## config.mk

```make
export PLATFORM = sky130hd
export DESIGN_NAME = hist_stretch_pipe
export DESIGN_NICKNAME = d
export VERILOG_FILES = /design/src/rtl/hist_pkg.sv /design/src/rtl/stretch_div.sv /design/src/rtl/hist_stretch_pipe.sv
export SDC_FILE = /design/constraint.sdc
export NUM_CORES = 2
export LEC_CHECK = 0
export ABC_AREA = 1
export BUFFER_PORTS_ARGS = -buffer_cell sky130_fd_sc_hd__buf_4
export CAP_MARGIN = 40
export CORE_ASPECT_RATIO = 1.75
export CORE_MARGIN = 10
export CORE_UTILIZATION = 35
export DETAILED_ROUTE_END_ITERATION = 7
export PLACE_DENSITY = 0.53
export SETUP_SLACK_MARGIN = 0.05
export SYNTH_ARGS = -nofsm -noshare
export SYNTH_HDL_FRONTEND = slang
export SYNTH_SLANG_ARGS = --single-unit
```

## constraint.sdc

```tcl
create_clock -name pixelclk -period 10.4 [get_ports pixelclk]
set_clock_uncertainty 0.1 [all_clocks]
set_input_delay 1.04 -clock pixelclk [delete_from_list [all_inputs] [get_ports pixelclk]]
set_output_delay 1.04 -clock pixelclk [all_outputs]
set_load 0.01 [all_outputs]
```

## src/rtl/hist_pkg.sv

```systemverilog
// Shared types and sizing helpers for the histogram contrast stretcher.
package hist_pkg;

    // Coefficient-computation sequencer states
    typedef enum logic [2:0] {
        ST_IDLE,
        ST_LOAD,
        ST_DIV,
        ST_STORE,
        ST_DONE
    } div_state_e;

    // Per-pixel output selection carried down the pixel pipeline
    typedef enum logic [1:0] {
        PM_ZERO,
        PM_FULL,
        PM_PASS,
        PM_MUL
    } pix_mode_e;

    localparam int FRAC_DEFAULT = 8;

    // Full-scale code for a DW-bit channel
    function automatic int fs(input int dw);
        return (1 << dw) - 1;
    endfunction

    // Width of the fixed-point scale coefficient
    function automatic int qw(input int dw, input int frac);
        return dw + frac;
    endfunction

endpackage

```

## src/rtl/stretch_div.sv

```systemverilog
// Restoring divider, one quotient bit per cycle, QW cycles per division.
// The first iteration runs on the start cycle itself, so done pulses
// QW-1 cycles after start is accepted; the quotient holds until the next start.
module stretch_div #(
    parameter int DW = 8,
    parameter int QW = 16
) (
    input  logic          clk,
    input  logic          reset,
    input  logic          start_i,
    input  logic [QW-1:0] dividend_i,
    input  logic [DW-1:0] divisor_i,
    output logic          busy_o,
    output logic          done_o,
    output logic [QW-1:0] quot_o
);
    localparam int CW = $clog2(QW + 1);

    logic          busy_q, done_q, accept, take;
    logic [CW-1:0] cnt_q;
    logic [DW-1:0] rem_q, dvs_q, rem_d, rem_src, dvs_src;
    logic [QW-1:0] dvd_q, dvd_src, dvd_d;
    logic [DW:0]   trial;

    assign accept = start_i && !busy_q;

    // One restoring step; on accept the step works on the fresh operands
    always_comb begin
        rem_src = accept ? '0 : rem_q;
        dvd_src = accept ? dividend_i : dvd_q;
        dvs_src = accept ? divisor_i : dvs_q;
        trial   = {rem_src, dvd_src[QW-1]};
        take    = (trial >= {1'b0, dvs_src});
        rem_d   = DW'(take ? trial - {1'b0, dvs_src} : trial);
        dvd_d   = {dvd_src[QW-2:0], take};
    end

    // Iteration counter, partial remainder and shifting dividend/quotient
    always_ff @(posedge clk) begin
        if (reset) begin
            busy_q <= 1'b0;
            done_q <= 1'b0;
            cnt_q  <= '0;
            rem_q  <= '0;
            dvd_q  <= '0;
            dvs_q  <= '0;
        end else begin
            done_q <= 1'b0;
            if (accept || busy_q) begin
                rem_q <= rem_d;
                dvd_q <= dvd_d;
                dvs_q <= dvs_src;
            end
            if (accept) begin
                busy_q <= 1'b1;
                cnt_q  <= CW'(1);
            end else if (busy_q) begin
                cnt_q <= cnt_q + CW'(1);
                if (cnt_q == CW'(QW - 1)) begin
                    busy_q <= 1'b0;
                    done_q <= 1'b1;
                end
            end
        end
    end

    assign busy_o = busy_q;
    assign done_o = done_q;
    assign quot_o = dvd_q;

endmodule

```

## src/rtl/hist_stretch_pipe.sv

```systemverilog
// Per-frame contrast stretcher: gathers min/max over frame N, computes a
// scale per channel during blanking, applies it to frame N+1 in 3 stages.
module hist_stretch_pipe import hist_pkg::*; #(
    parameter int DW   = 8,
    parameter int CH   = 3,
    parameter int FRAC = FRAC_DEFAULT
) (
    input  logic             pixelclk,
    input  logic             reset,
    input  logic [CH*DW-1:0] din,
    input  logic             i_hsync,
    input  logic             i_vsync,
    input  logic             i_de,
    input  logic             en,
    output logic [CH*DW-1:0] dout,
    output logic             o_hsync,
    output logic             o_vsync,
    output logic             o_de,
    output logic [CH*DW-1:0] o_min,
    output logic [CH*DW-1:0] o_max,
    output logic             o_stale
);
    localparam int FSV = fs(DW);
    localparam int QW  = qw(DW, FRAC);
    localparam int PW  = DW + QW;
    localparam int CHW = (CH > 1) ? $clog2(CH) : 1;
    localparam logic [DW-1:0] FS_V      = DW'(FSV);
    localparam logic [QW-1:0] ONE_SCALE = QW'(1) << FRAC;
    localparam logic [QW-1:0] DIVIDEND  = QW'(FSV) << FRAC;
    localparam logic [PW-1:0] HALF      = PW'(1) << (FRAC - 1);

    logic vs_q, rise, fall;
    logic seen_q, seen_d;
    logic [CH-1:0][DW-1:0] acc_min_q, acc_max_q, acc_min_d, acc_max_d;
    logic [CH-1:0][DW-1:0] stg_min_q, stg_max_q, app_min_q, app_max_q;
    logic [CH-1:0][QW-1:0] pend_scale_q, app_scale_q;
    logic [CH-1:0]         pend_flat_q, app_flat_q;
    logic                  pend_vld_q, stale_q;
    div_state_e            state_q;
    logic [CHW-1:0]        ch_q;
    logic [DW-1:0]         ch_range;
    logic                  div_start, div_busy, div_done;
    logic [QW-1:0]         div_quot;
    logic [2:0][2:0]       sync_q;

    assign rise = i_vsync && !vs_q;
    assign fall = !i_vsync && vs_q;

    // Running min/max over active pixels, restarted at frame start
    always_comb begin
        acc_min_d = acc_min_q;
        acc_max_d = acc_max_q;
        seen_d    = seen_q;
        if (rise) begin
            acc_min_d = {CH{FS_V}};
            acc_max_d = '0;
            seen_d    = 1'b0;
        end
        if (i_vsync && i_de) begin
            seen_d = 1'b1;
            for (int c = 0; c < CH; c++) begin
                if (din[c*DW +: DW] < acc_min_d[c]) acc_min_d[c] = din[c*DW +: DW];
                if (din[c*DW +: DW] > acc_max_d[c]) acc_max_d[c] = din[c*DW +: DW];
            end
        end
    end

    // Statistics registers and vsync edge history
    always_ff @(posedge pixelclk) begin
        if (reset) begin
            vs_q      <= 1'b0;
            seen_q    <= 1'b0;
            acc_min_q <= {CH{FS_V}};
            acc_max_q <= '0;
        end else begin
            vs_q      <= i_vsync;
            seen_q    <= seen_d;
            acc_min_q <= acc_min_d;
            acc_max_q <= acc_max_d;
        end
    end

    assign ch_range  = stg_max_q[ch_q] - stg_min_q[ch_q];
    assign div_start = (state_q == ST_LOAD) && (ch_range != '0) && !div_busy;

    stretch_div #(
        .DW (DW),
        .QW (QW)
    ) u_div (
        .clk        (pixelclk),
        .reset      (reset),
        .start_i    (div_start),
        .dividend_i (DIVIDEND),
        .divisor_i  (ch_range),
        .busy_o     (div_busy),
        .done_o     (div_done),
        .quot_o     (div_quot)
    );

    // Coefficient sequencer plus frame-start swap of pending into applied set;
    // the swap is only legal with the sequencer idle so a half-written
    // pending set can never reach the pixel path
    always_ff @(posedge pixelclk) begin
        if (reset) begin
            state_q      <= ST_IDLE;
            ch_q         <= '0;
            stg_min_q    <= '0;
            stg_max_q    <= '0;
            pend_scale_q <= '0;
            pend_flat_q  <= '0;
            pend_vld_q   <= 1'b0;
            app_min_q    <= '0;
            app_max_q    <= {CH{FS_V}};
            app_scale_q  <= {CH{ONE_SCALE}};
            app_flat_q   <= '0;
            stale_q      <= 1'b0;
        end else begin
            stale_q <= 1'b0;
            if (rise) begin
                if (state_q != ST_IDLE) begin
                    stale_q <= 1'b1;
                end else if (pend_vld_q) begin
                    app_min_q   <= stg_min_q;
                    app_max_q   <= stg_max_q;
                    app_scale_q <= pend_scale_q;
                    app_flat_q  <= pend_flat_q;
                    pend_vld_q  <= 1'b0;
                end
            end
            case (state_q)
                ST_IDLE: begin
                    if (fall && seen_q) begin
                        stg_min_q <= acc_min_q;
                        stg_max_q <= acc_max_q;
                        ch_q      <= '0;
                        state_q   <= ST_LOAD;
                    end
                end
                ST_LOAD: begin
                    if (ch_range == '0) begin
                        pend_flat_q[ch_q] <= 1'b1;
                        state_q           <= ST_STORE;
                    end else if (!div_busy) begin
                        pend_flat_q[ch_q] <= 1'b0;
                        state_q           <= ST_DIV;
                    end
                end
                ST_DIV: begin
                    if (div_done) state_q <= ST_STORE;
                end
                ST_STORE: begin
                    if (!pend_flat_q[ch_q]) pend_scale_q[ch_q] <= div_quot;
                    if (ch_q == CHW'(CH - 1)) begin
                        state_q <= ST_DONE;
                    end else begin
                        ch_q    <= ch_q + CHW'(1);
                        state_q <= ST_LOAD;
                    end
                end
                ST_DONE: begin
                    pend_vld_q <= 1'b1;
                    state_q    <= ST_IDLE;
                end
                default: state_q <= ST_IDLE;
            endcase
        end
    end

    for (genvar c = 0; c < CH; c++) begin : g_ch
        logic [DW-1:0]   pix, s1_val_q, s2_val_q, s3_q;
        pix_mode_e       s1_mode_q, s2_mode_q;
        logic [PW-1:0]   s2_prod_q;
        logic [PW:0]     rnd;
        logic [PW-FRAC:0] q_full;

        assign pix    = din[c*DW +: DW];
        assign rnd    = {1'b0, s2_prod_q} + {1'b0, HALF};
        assign q_full = (PW-FRAC+1)'(rnd >> FRAC);

        // S1: clamp against the applied window, or select bypass/blank
        always_ff @(posedge pixelclk) begin
            if (reset) begin
                s1_mode_q <= PM_ZERO;
                s1_val_q  <= '0;
            end else begin
                s1_val_q <= '0;
                if (!i_de) begin
                    s1_mode_q <= PM_ZERO;
                end else if (!en || app_flat_q[c]) begin
                    s1_mode_q <= PM_PASS;
                    s1_val_q  <= pix;
                end else if (pix <= app_min_q[c]) begin
                    s1_mode_q <= PM_ZERO;
                end else if (pix >= app_max_q[c]) begin
                    s1_mode_q <= PM_FULL;
                end else begin
                    s1_mode_q <= PM_MUL;
                    s1_val_q  <= pix - app_min_q[c];
                end
            end
        end

        // S2: offset times fixed-point scale
        always_ff @(posedge pixelclk) begin
            if (reset) begin
                s2_mode_q <= PM_ZERO;
                s2_val_q  <= '0;
                s2_prod_q <= '0;
            end else begin
                s2_mode_q <= s1_mode_q;
                s2_val_q  <= s1_val_q;
                s2_prod_q <= PW'(s1_val_q) * PW'(app_scale_q[c]);
            end
        end

        // S3: round to nearest, saturate to full scale
        always_ff @(posedge pixelclk) begin
            if (reset) begin
                s3_q <= '0;
            end else begin
                case (s2_mode_q)
                    PM_ZERO: s3_q <= '0;
                    PM_FULL: s3_q <= FS_V;
                    PM_PASS: s3_q <= s2_val_q;
                    default: s3_q <= (q_full > (PW-FRAC+1)'(FSV)) ? FS_V : q_full[DW-1:0];
                endcase
            end
        end

        assign dout[c*DW +: DW] = s3_q;
    end

    // Sync delay line matched to the 3-stage pixel path
    always_ff @(posedge pixelclk) begin
        if (reset) sync_q <= '0;
        else       sync_q <= {sync_q[1:0], {i_hsync, i_vsync, i_de}};
    end

    assign {o_hsync, o_vsync, o_de} = sync_q[2];
    assign o_min   = app_min_q;
    assign o_max   = app_max_q;
    assign o_stale = stale_q;

endmodule

```

==> out/results.ini <==
[yosys]
async_flop_share_pct=0
ys_warn_count=0
synth_ff_type=dfxtp_1
syn_avg_cell_area_sq_um=7.30
syn_nets=4957
synth-seq-cells=437
ys_types=53
synth_edf_count=0
synth_cells=4433
netlist_area_sq_mm=0.0324
ys_seq_area_share_pct=27.0

[worst_setup_path]
end_kind=flop
startpoint_type=flop
critical_path_depth=27
cpMaxStageDelayCell=inv_1
critPathRequiredTime_ns=10.82
reg2reg_depth=27
r2r-end=u_div.rem_q[3]$_SDFFE_PP0P_
path_buf_inv=4
critPathMaxFanout=30
reg2reg_slack_ns=4.81
reg2reg_from=ch_q[1]$_SDFFE_PP0P_
cp.arrival_ns=6.00
crit_family=compound AO/OA/AOI/OAI gates
crit_type=reg2reg
cpPeakStageDelay_ns=0.56

[finish]
fin_nets=4924
final_cells=5627
final_cell_mix=inv_1 (859), nand2_1 (809), dfxtp_1 (437)
drive_gt1_share_pct=6.31
syn2layout_area_growth_pct=10.5
final_common_cell=inv_1

[detailed_routing]
firstDrtPassIters=5
viasPerCell=4.89
drt_wl_total_microns=92300
drtIter0Drc=1382
wl_per_cell_microns=16.4
ant_nets=0
drc=0
vias=27500

[global_route]
grt_first_pass_wirelength_microns=149000
antenna_found_initial=2
grt_use_total_pct=17.2
grt_max_degree=110
gr-total-overflow=0
grt_pass1_vias=28000

[cts]
clk_latency_ns=0.65
cts.sinks=437
clkTransAtPathRegs_ns=0.07
cts_tree=done
ctsResizeCount=0
clockBufferDepth=3
cts_buffers=47
hold_buffers=0
cts-htree-levels=2
post-cts-setup-buffers=0
cts-root-buf=clkbuf_16

[sta]
maxSlewViolCount=0
period_needed_ns=5.59
hold_viol=0
finalSetupViolations=0
rsz0062_at_grt=false
setup_tns_ns=0
slew_headroom_pct=37.8
worstMarginPinSlew_ns=0.932
fmax_ghz=0.179
post-route-period-util_pct=53.7
worst_slack_ns=4.81

[placement]
pre_cts_ws_ns=4.90
placed_cells=5543
io_buffers=105
gp_congestion=0.869
dp_hpwl_microns=70400

[power_and_ir_drop]
swShare_pct=26.3
internal_power_mw=2.94
p_sw_mw=1.05
comb_power_share_pct=8.5
clkPwrFrac_pct=47.3
p_seq_share_pct=44.2
power_density_mw_per_mm2=111
peakVddDrop_v=0.000129
p_leak_nw=18.1
power_mw=3.98

[floorplan]
start_util_pct=35.2
die_y_microns=422
boundaryPins=106
die-area_sq_mm=0.105
rows=147
die_w_microns=250
core-area_sq_mm=0.0918

[min_path]
hold_depth=2
min_to=sync_q[5]$_SDFF_PP0_
min_path_type=reg2reg
worstHoldStart=sync_q[2]$_SDFF_PP0_

[run]
drv_cap=0

[outcome]
status=finished, final reports clean

-- worst max-delay path by stage --
stage	from	to	slack, ns
6_report	ch_q[1]$_SDFFE_PP0P_	u_div.rem_q[3]$_SDFFE_PP0P_	4.81
5_1_grt	ch_q[1]$_SDFFE_PP0P_	u_div.rem_q[3]$_SDFFE_PP0P_	4.20
4_1_cts	ch_q[1]$_SDFFE_PP0P_	u_div.rem_q[3]$_SDFFE_PP0P_	4.85
3_5_place_dp	ch_q[1]$_SDFFE_PP0P_	u_div.rem_q[3]$_SDFFE_PP0P_	4.90
3_3_place_gp	ch_q[1]$_SDFFE_PP0P_	u_div.rem_q[4]$_SDFFE_PP0P_	4.98
2_1_floorplan	ch_q[1]$_SDFFE_PP0P_	u_div.rem_q[2]$_SDFFE_PP0P_	5.85
-- worst min-delay path, cell delays in order (launching register included) --
cell	delay [ns]
dfxtp_1	0.30
inv_1	0.04
nor2_1	0.03
-- synth_stat cells, types with 12 or more instances --
| library cell | count | share of area (%) |
|---|---|---|
| nand4_1 | 65 | 1.3 |
| fa_1 | 254 | 16 |
| inv_1 | 860 | 10 |
| o211ai_1 | 15 | 0.35 |
| dfxtp_1 | 437 | 27 |
| o21ai_1 | 18 | 0.28 |
| nor2_1 | 350 | 4.1 |
| o21ai_0 | 350 | 5.4 |
| nand2_1 | 809 | 9.4 |
| ha_1 | 240 | 9.3 |
| xor2_1 | 36 | 0.97 |
| a21oi_1 | 405 | 6.3 |
| inv_2 | 12 | 0.14 |
| o21bai_1 | 12 | 0.28 |
| nor3_1 | 24 | 0.37 |
| clkbuf_1 | 187 | 2.2 |
| nand3_1 | 176 | 2.7 |
| xnor2_1 | 21 | 0.57 |
-- cell type report --
cell class / count / area [sq um]
timing repair buffer: 126 / 993
clock inverter: 27 / 442
clock buffer: 56 / 1280
fill: 9650 / 56000
multi-input combinational: 2908 / 19500
antenna: 1 / 2.50
tap: 1192 / 1490
sequential: 437 / 8750
inverter: 880 / 3310
-- routing by layer --
layer	vias to the layer above	GRT usage (%)	part of all wire, %
li1	13800	-	-
met1	13100	18.7	40
met2	464	33.1	53
met3	151	1.75	2.8
met4	0	7.00	3.9
met5	-	0	0
-- power by group through the flow --
| stage | clock network, mW | registers, mW | logic, mW |
|---|---|---|---|
| after floorplan | 0 | 1.76 | 0.255 |
| after global placement | 0 | 1.80 | 0.333 |
| after detailed placement | 0 | 1.80 | 0.341 |
| after CTS | 1.94 | 1.76 | 0.343 |
| after global routing | 1.99 | 1.76 | 0.387 |
| final | 1.88 | 1.76 | 0.340 |
-- metrics by stage --
step	cell area [sq um]	hold WS, ns	util [%]
2_1_floorplan	32400	0.288	-
3_3_place_gp	33900	0.307	37.0
3_5_place_dp	34000	0.304	37.1
4_1_cts	35700	0.313	38.9
5_1_grt	35700	0.337	39.0
6_report	35700	0.307	39.0
-- logic make-up after synthesis --
family                   share of synthesized area [%]
AND/OR/NAND/NOR                                   19.6
buffers and inverters                             12.8
AO/OA/AOI/OAI                                     14.1
adder cells (fa/ha/maj)                           25.0
flip-flops                                        27.0
XOR/XNOR                                          1.54
-- state kept, by name (all words and copies together) (netlist names), 5 cells and up, named ones only --
register / flops
acc_max_q: 24
sync_q: 6
g_ch.s3_q: 24
pend_scale_q: 48
app_scale_q: 48
u_div.cnt_q: 5
g_ch.s1_mode_q: 6
o_min: 24
g_ch.s2_mode_q: 6
u_div.quot_o: 16
o_max: 24
acc_min_q: 24
u_div.rem_q: 8
g_ch.s1_val_q: 24
u_div.dvs_q: 8
stg_min_q: 24
g_ch.s2_val_q: 24
g_ch.s2_prod_q: 51
stg_max_q: 24
Note: power is estimated with default switching activity, not from simulation.
